--- src/rtl/multicycle_alu.sv ---
// Multi-cycle ALU: single-cycle logic/arithmetic ops plus WIDTH-cycle shift-add multiply and
// restoring divide/remainder, behind a ready/start handshake with a one-cycle done pulse.
module multicycle_alu #(
    parameter int unsigned WIDTH = 16
) (
    input  logic             clk,
    input  logic             rst,
    input  logic             start,
    input  logic [3:0]       alu_op,
    input  logic [WIDTH-1:0] a,
    input  logic [WIDTH-1:0] b,
    output logic             ready,
    output logic             done,
    output logic [WIDTH-1:0] result,
    output logic             zero,
    output logic             carry,
    output logic             div_zero
);

    localparam int unsigned CntW = $clog2(WIDTH);

    localparam logic [3:0] OpAdd = 4'b0001;
    localparam logic [3:0] OpSub = 4'b0010;
    localparam logic [3:0] OpAnd = 4'b0011;
    localparam logic [3:0] OpOr  = 4'b0100;
    localparam logic [3:0] OpXor = 4'b0101;
    localparam logic [3:0] OpNot = 4'b0110;
    localparam logic [3:0] OpShl = 4'b0111;
    localparam logic [3:0] OpShr = 4'b1000;
    localparam logic [3:0] OpSlt = 4'b1001;
    localparam logic [3:0] OpEq  = 4'b1010;
    localparam logic [3:0] OpMul = 4'b1011;
    localparam logic [3:0] OpDiv = 4'b1100;
    localparam logic [3:0] OpRem = 4'b1101;

    typedef enum logic [0:0] {StIdle, StCalc} state_e;

    state_e            state_q, state_d;
    logic [3:0]        op_q;
    logic [WIDTH-1:0]  a_q, b_q;
    logic [CntW-1:0]   cnt_q;
    logic [WIDTH-1:0]  acc_q, mcand_q, mplier_q;
    logic [WIDTH-1:0]  rem_q, quo_q;
    logic [WIDTH-1:0]  result_q;
    logic              done_q, zero_q, carry_q, div_zero_q;

    logic              is_multi, finish;
    logic [WIDTH:0]    sum;
    logic [WIDTH-1:0]  mul_next, rem_next, quo_next;
    logic [WIDTH:0]    div_shift, div_diff;
    logic [WIDTH-1:0]  res_d;
    logic              carry_d;

    assign is_multi = (op_q == OpMul) || (op_q == OpDiv) || (op_q == OpRem);
    assign finish   = (state_q == StCalc) && (!is_multi || (cnt_q == CntW'(WIDTH - 1)));

    // One multiply/divide step; the final step's values feed the result directly.
    assign mul_next  = acc_q + (mplier_q[0] ? mcand_q : '0);
    assign div_shift = {rem_q, quo_q[WIDTH-1]};
    assign div_diff  = div_shift - {1'b0, b_q};
    assign rem_next  = div_diff[WIDTH] ? div_shift[WIDTH-1:0] : div_diff[WIDTH-1:0];
    assign quo_next  = {quo_q[WIDTH-2:0], ~div_diff[WIDTH]};
    assign sum       = {1'b0, a_q} + {1'b0, b_q};

    always_comb begin
        res_d   = '0;
        carry_d = 1'b0;
        case (op_q)
            OpAdd: begin
                res_d   = sum[WIDTH-1:0];
                carry_d = sum[WIDTH];
            end
            OpSub: begin
                res_d   = a_q - b_q;
                carry_d = (a_q < b_q);
            end
            OpAnd:   res_d = a_q & b_q;
            OpOr:    res_d = a_q | b_q;
            OpXor:   res_d = a_q ^ b_q;
            OpNot:   res_d = ~a_q;
            OpShl:   res_d = a_q << 1;
            OpShr:   res_d = a_q >> 1;
            OpSlt:   res_d = WIDTH'(a_q < b_q);
            OpEq:    res_d = WIDTH'(a_q == b_q);
            OpMul:   res_d = mul_next;
            OpDiv:   res_d = quo_next;
            OpRem:   res_d = rem_next;
            default: res_d = '0;
        endcase
    end

    always_comb begin
        state_d = state_q;
        case (state_q)
            StIdle:  if (start) state_d = StCalc;
            StCalc:  if (finish) state_d = StIdle;
            default: state_d = StIdle;
        endcase
    end

    always_ff @(posedge clk) begin
        if (rst) state_q <= StIdle;
        else     state_q <= state_d;
    end

    always_ff @(posedge clk) begin
        if (rst) begin
            op_q       <= '0;
            a_q        <= '0;
            b_q        <= '0;
            cnt_q      <= '0;
            acc_q      <= '0;
            mcand_q    <= '0;
            mplier_q   <= '0;
            rem_q      <= '0;
            quo_q      <= '0;
            result_q   <= '0;
            done_q     <= 1'b0;
            zero_q     <= 1'b0;
            carry_q    <= 1'b0;
            div_zero_q <= 1'b0;
        end else begin
            done_q <= finish;
            if (state_q == StIdle && start) begin
                op_q     <= alu_op;
                a_q      <= a;
                b_q      <= b;
                cnt_q    <= '0;
                acc_q    <= '0;
                mcand_q  <= a;
                mplier_q <= b;
                rem_q    <= '0;
                quo_q    <= a;
            end else if (state_q == StCalc) begin
                cnt_q    <= cnt_q + 1'b1;
                acc_q    <= mul_next;
                mcand_q  <= mcand_q << 1;
                mplier_q <= mplier_q >> 1;
                rem_q    <= rem_next;
                quo_q    <= quo_next;
            end
            if (finish) begin
                result_q   <= res_d;
                zero_q     <= (res_d == '0);
                carry_q    <= carry_d;
                div_zero_q <= ((op_q == OpDiv) || (op_q == OpRem)) && (b_q == '0);
            end
        end
    end

    assign ready    = (state_q == StIdle);
    assign done     = done_q;
    assign result   = result_q;
    assign zero     = zero_q;
    assign carry    = carry_q;
    assign div_zero = div_zero_q;

endmodule

--- config.mk ---
export PLATFORM = sky130hd
export DESIGN_NAME = multicycle_alu
export DESIGN_NICKNAME = d
export VERILOG_FILES = /design/src/rtl/multicycle_alu.sv
export SDC_FILE = /design/constraint.sdc
export NUM_CORES = 1
export LEC_CHECK = 0
export CORE_UTILIZATION = 60
export DETAILED_ROUTE_END_ITERATION = 6
export DONT_BUFFER_PORTS = 1
export PLACE_DENSITY_LB_ADDON = 0.2
export SLEW_MARGIN = 20
export SYNTH_ARGS = -nofsm -noshare
export SYNTH_HDL_FRONTEND = slang
export SYNTH_SLANG_ARGS = --single-unit
--- constraint.sdc ---
create_clock -name clk -period 10.3 [get_ports clk]
set_clock_uncertainty 0.2 [all_clocks]
set_input_delay 0.515 -clock clk [delete_from_list [all_inputs] [get_ports clk]]
set_output_delay 0.515 -clock clk [all_outputs]
set_load 0.1 [all_outputs]
==> results.md <==
* Critical R2R Launch: b_q[0]$_SDFFE_PP0P_
* Cell Pwr Density at 157.0 nW/um^2
* Worst-Skew Late Latency at 0.44 ns
* Final Worst Setup Slack at 5.933 ns
* Root Driver: clkbuf_16
* WHS Path Cells at 2
* TNS Setup at 0 ns
* Die span in x at 134.5 um
* HPWL after detailed placement at 25,880 um
* Core area at 17,240 um^2
* Post-route DRC at 0
* FF+latch count, synth at 141
* Site Rows at 48
* Layout Area Growth over Synthesis at 6.008%
* Non-filler cells, final at 1,574
* Syn Inst Count at 1,395
* Reg2reg end: zero$_SDFFE_PP0P_
* Async set-or-reset flop fraction in the synthesized netlist at 0
* Outcome: finished clean
* Share of cells above drive strength 1 at 0.05189
* Clock slew at reported path FFs at 0.06 ns
* Top-count cell post-synth: nor2_1
* Upper clock frequency limit at 229.0 MHz
* Top cell type's share of synthesized area at 0.2679
* RePlAce Congestion at 1.075
* Crit Path Max Fanout at 19
* Area contributors post-synth: dfxtp_1, ha_1, mux2i_1
* Setup bufs post-CTS at 0
* Post-Route WL at 34,920 um
* TritonCTS clock tree: built
* Synth Net Count at 1,518
* Period utilisation layout at 0.4240
* CP Capture Type: flop
* Util after Layout at 0.6481
* Vias in the first global route at 9,447
* Final min period at 4.367 ns
* Max Buffers Root-to-Sink at 2
* Cell taking the most area after synthesis: dfxtp_1
* Final Hold Viols at 0
* Number of antenna-violating nets in the routed design at 0
* Starting Density at 0.6114
* Synth Flop Type: dfxtp_1
* Wire per inst at 22.19 um
* Max cap viols at 0
* Worst Hold Path EP: a_q[1]$_SDFFE_PP0P_
* Fin area at 11,170 um^2
* Kind of critical path: reg2reg
* Total number of vias at 10,258
* VDD IR max at 0.1534 mV
* Initial antenna violation count at 1
* Gr ovfl total at 0
* Top cells by count, synth: nor2_1, nand2_1, dfxtp_1, a21oi_1, ha_1
* Worst Reg2Reg Path Length in Cells at 12
* Largest net degree at the start of global routing at 105
* Clock Sinks at 141
* Syn Area/Cell at 7.554 um^2
* CP Launch Type: flop
* GR Util All Layers at 0.3943
* Cell Area, Synth at 10,540 um^2
* Die ar. at 18,100 um^2
* First-pass GRT wire length at 54,250 um
* Post-synthesis sequential area ratio at 0.2679
* RSZ-0062 raised after global routing: false
* Final Max Slew Viols at 0
* Hold WC Path Type: in2reg
* DIE HEIGHT at 134.5 um
* Vias per std cell at 6.517
* N_diodes at 0
* H-tree depth at 4
* Worst endpoint data arrival time at 4.54 ns
* Worst path required time at 10.48 ns
* Initial drt markers at 1,053
* FILL cells at 1,573
* I/O pin cnt at 60
* R2R Setup Slk at 5.93 ns
* Number of enable flip-flop cells after synthesis at 0
* Lkg Pwr at 4.643 nW
* Synth warnings at 0
* Area post-placement at 10,520 um^2
* # nets final at 1,460
* Rel. slew slack at 0.3120
* Hold_sp: a[1]
* Yosys cell types at 78
* TritonRoute pass-1 iters at 6
* Worst-margin pin slew at 1.031 ns
* Number of port buffers at 0
* DP Cell Count at 1,537
* CTS Buf Count at 17
* Dpl ws at 6.037 ns
* Count of final setup violators at 0
## through the flow
stage	hold WS [ns]	power [W]
4_1_cts	0.00008593	0.001748
2_1_floorplan	0.2530	0.001016
6_report	0.01076	0.001754
5_1_grt	0.01046	0.001824
3_5_place_dp	0.2642	0.001128
3_3_place_gp	0.2400	0.001125
## worst max-delay path, stage by stage, from the launching register on
cell and delay (ns):
dfxtp_1 0.40, ha_1 0.28, fa_1 0.41, nand2b_1 0.17
a21oi_1 0.30, o21ai_2 0.18, a21oi_4 0.22, o21a_1 0.68
nor2_1 0.24, a221o_1 0.40, a211o_1 0.29, nor4_1 0.33
a41o_1 0.21
## logic make-up after synthesis
family	Yosys count	share of synthesized area
DFF	141	0.2679
muxes	88	0.08644
and+or+nand+nor	507	0.2112
adders and majority gates	84	0.1026
AOI/OAI and AO/OA	382	0.2404
buffers and inverters	153	0.05818
xor gates and xnor gates	40	0.03325
## registers in the layout, summed over array words and instances (netlist names), 4 cells and up
| name | flops |
|---|---|
| quo_q | 16 |
| result | 16 |
| acc_q | 16 |
| b_q | 16 |
| mplier_q | 16 |
| rem_q | 16 |
| a_q | 16 |
| cnt_q | 4 |
| mcand_q | 16 |
| op_q | 4 |
## per-layer routing
metal,global-route usage,up-vias,share of wire
met3,0.08221,124,0.090
met4,0.2228,0,0.056
met1,0.5000,4727,0.41
li1,-,4844,-
met2,0.6232,563,0.45
met5,0,-,0
## cell usage in the layout (no fill, tap or decap), types with 12 or more instances in the layout
cell,synthesis,layout
a31oi_1,14,14
buf_4,0,12
ha_1,80,80
o211ai_1,15,15
a221oi_1,12,12
nor2b_1,16,15
xnor2_1,25,25
nor2_1,186,186
nand2b_1,17,17
inv_1,58,57
nand3_1,17,17
clkbuf_16,0,17
a21oi_1,111,111
and2_1,19,19
nand2_1,176,176
mux2i_1,76,76
xor2_1,15,15
a21o_1,14,14
dfxtp_1,141,140
o21ai_0,74,74
a211oi_1,25,25
nor3_1,34,34
## report_power, final
group	leakage, nW	total, W	switching, W	internal (W)
clock	0.282	0.000615	0.000271	0.000344
sequential	1.16	0.000672	0.0000902	0.000581
combinational	3.20	0.000468	0.000297	0.000171
total	4.64	0.00175	0.000658	0.00110
## worst max-delay path by stage
stage / start / endpoint / slack [ns]
global route: b_q[0]$_SDFFE_PP0P_ / result[15]$_SDFFE_PP0P_ / 5.78
CTS: b_q[0]$_SDFFE_PP0P_ / zero$_SDFFE_PP0P_ / 6.02
detailed placement: b_q[0]$_SDFFE_PP0P_ / zero$_SDFFE_PP0P_ / 6.04
floorplan: quo_q[15]$_SDFFE_PP0P_ / zero$_SDFFE_PP0P_ / 6.91
finish: b_q[0]$_SDFFE_PP0P_ / zero$_SDFFE_PP0P_ / 5.93
global placement: b_q[0]$_SDFFE_PP0P_ / zero$_SDFFE_PP0P_ / 6.14
## timing repair
item,CTS,global route
hold buffers,6,0
endpoints found under the hold margin,104,0
resized for setup,0,0
## layout make-up
| type | instances | area [um^2] | area share |
|---|---|---|---|
| multi-input combinational | 1101 | 7104 | 0.6360 |
| sequential | 141 | 2826 | 0.2530 |
| clock buffer | 18 | 439.2 | 0.03931 |
| tap | 225 | 281.5 | 0.02520 |
| inverter | 58 | 217.7 | 0.01949 |
| timing repair buffer | 18 | 167.7 | 0.01501 |
| clock inverter | 13 | 133.9 | 0.01198 |
Note: power is estimated with default switching activity, not from simulation.
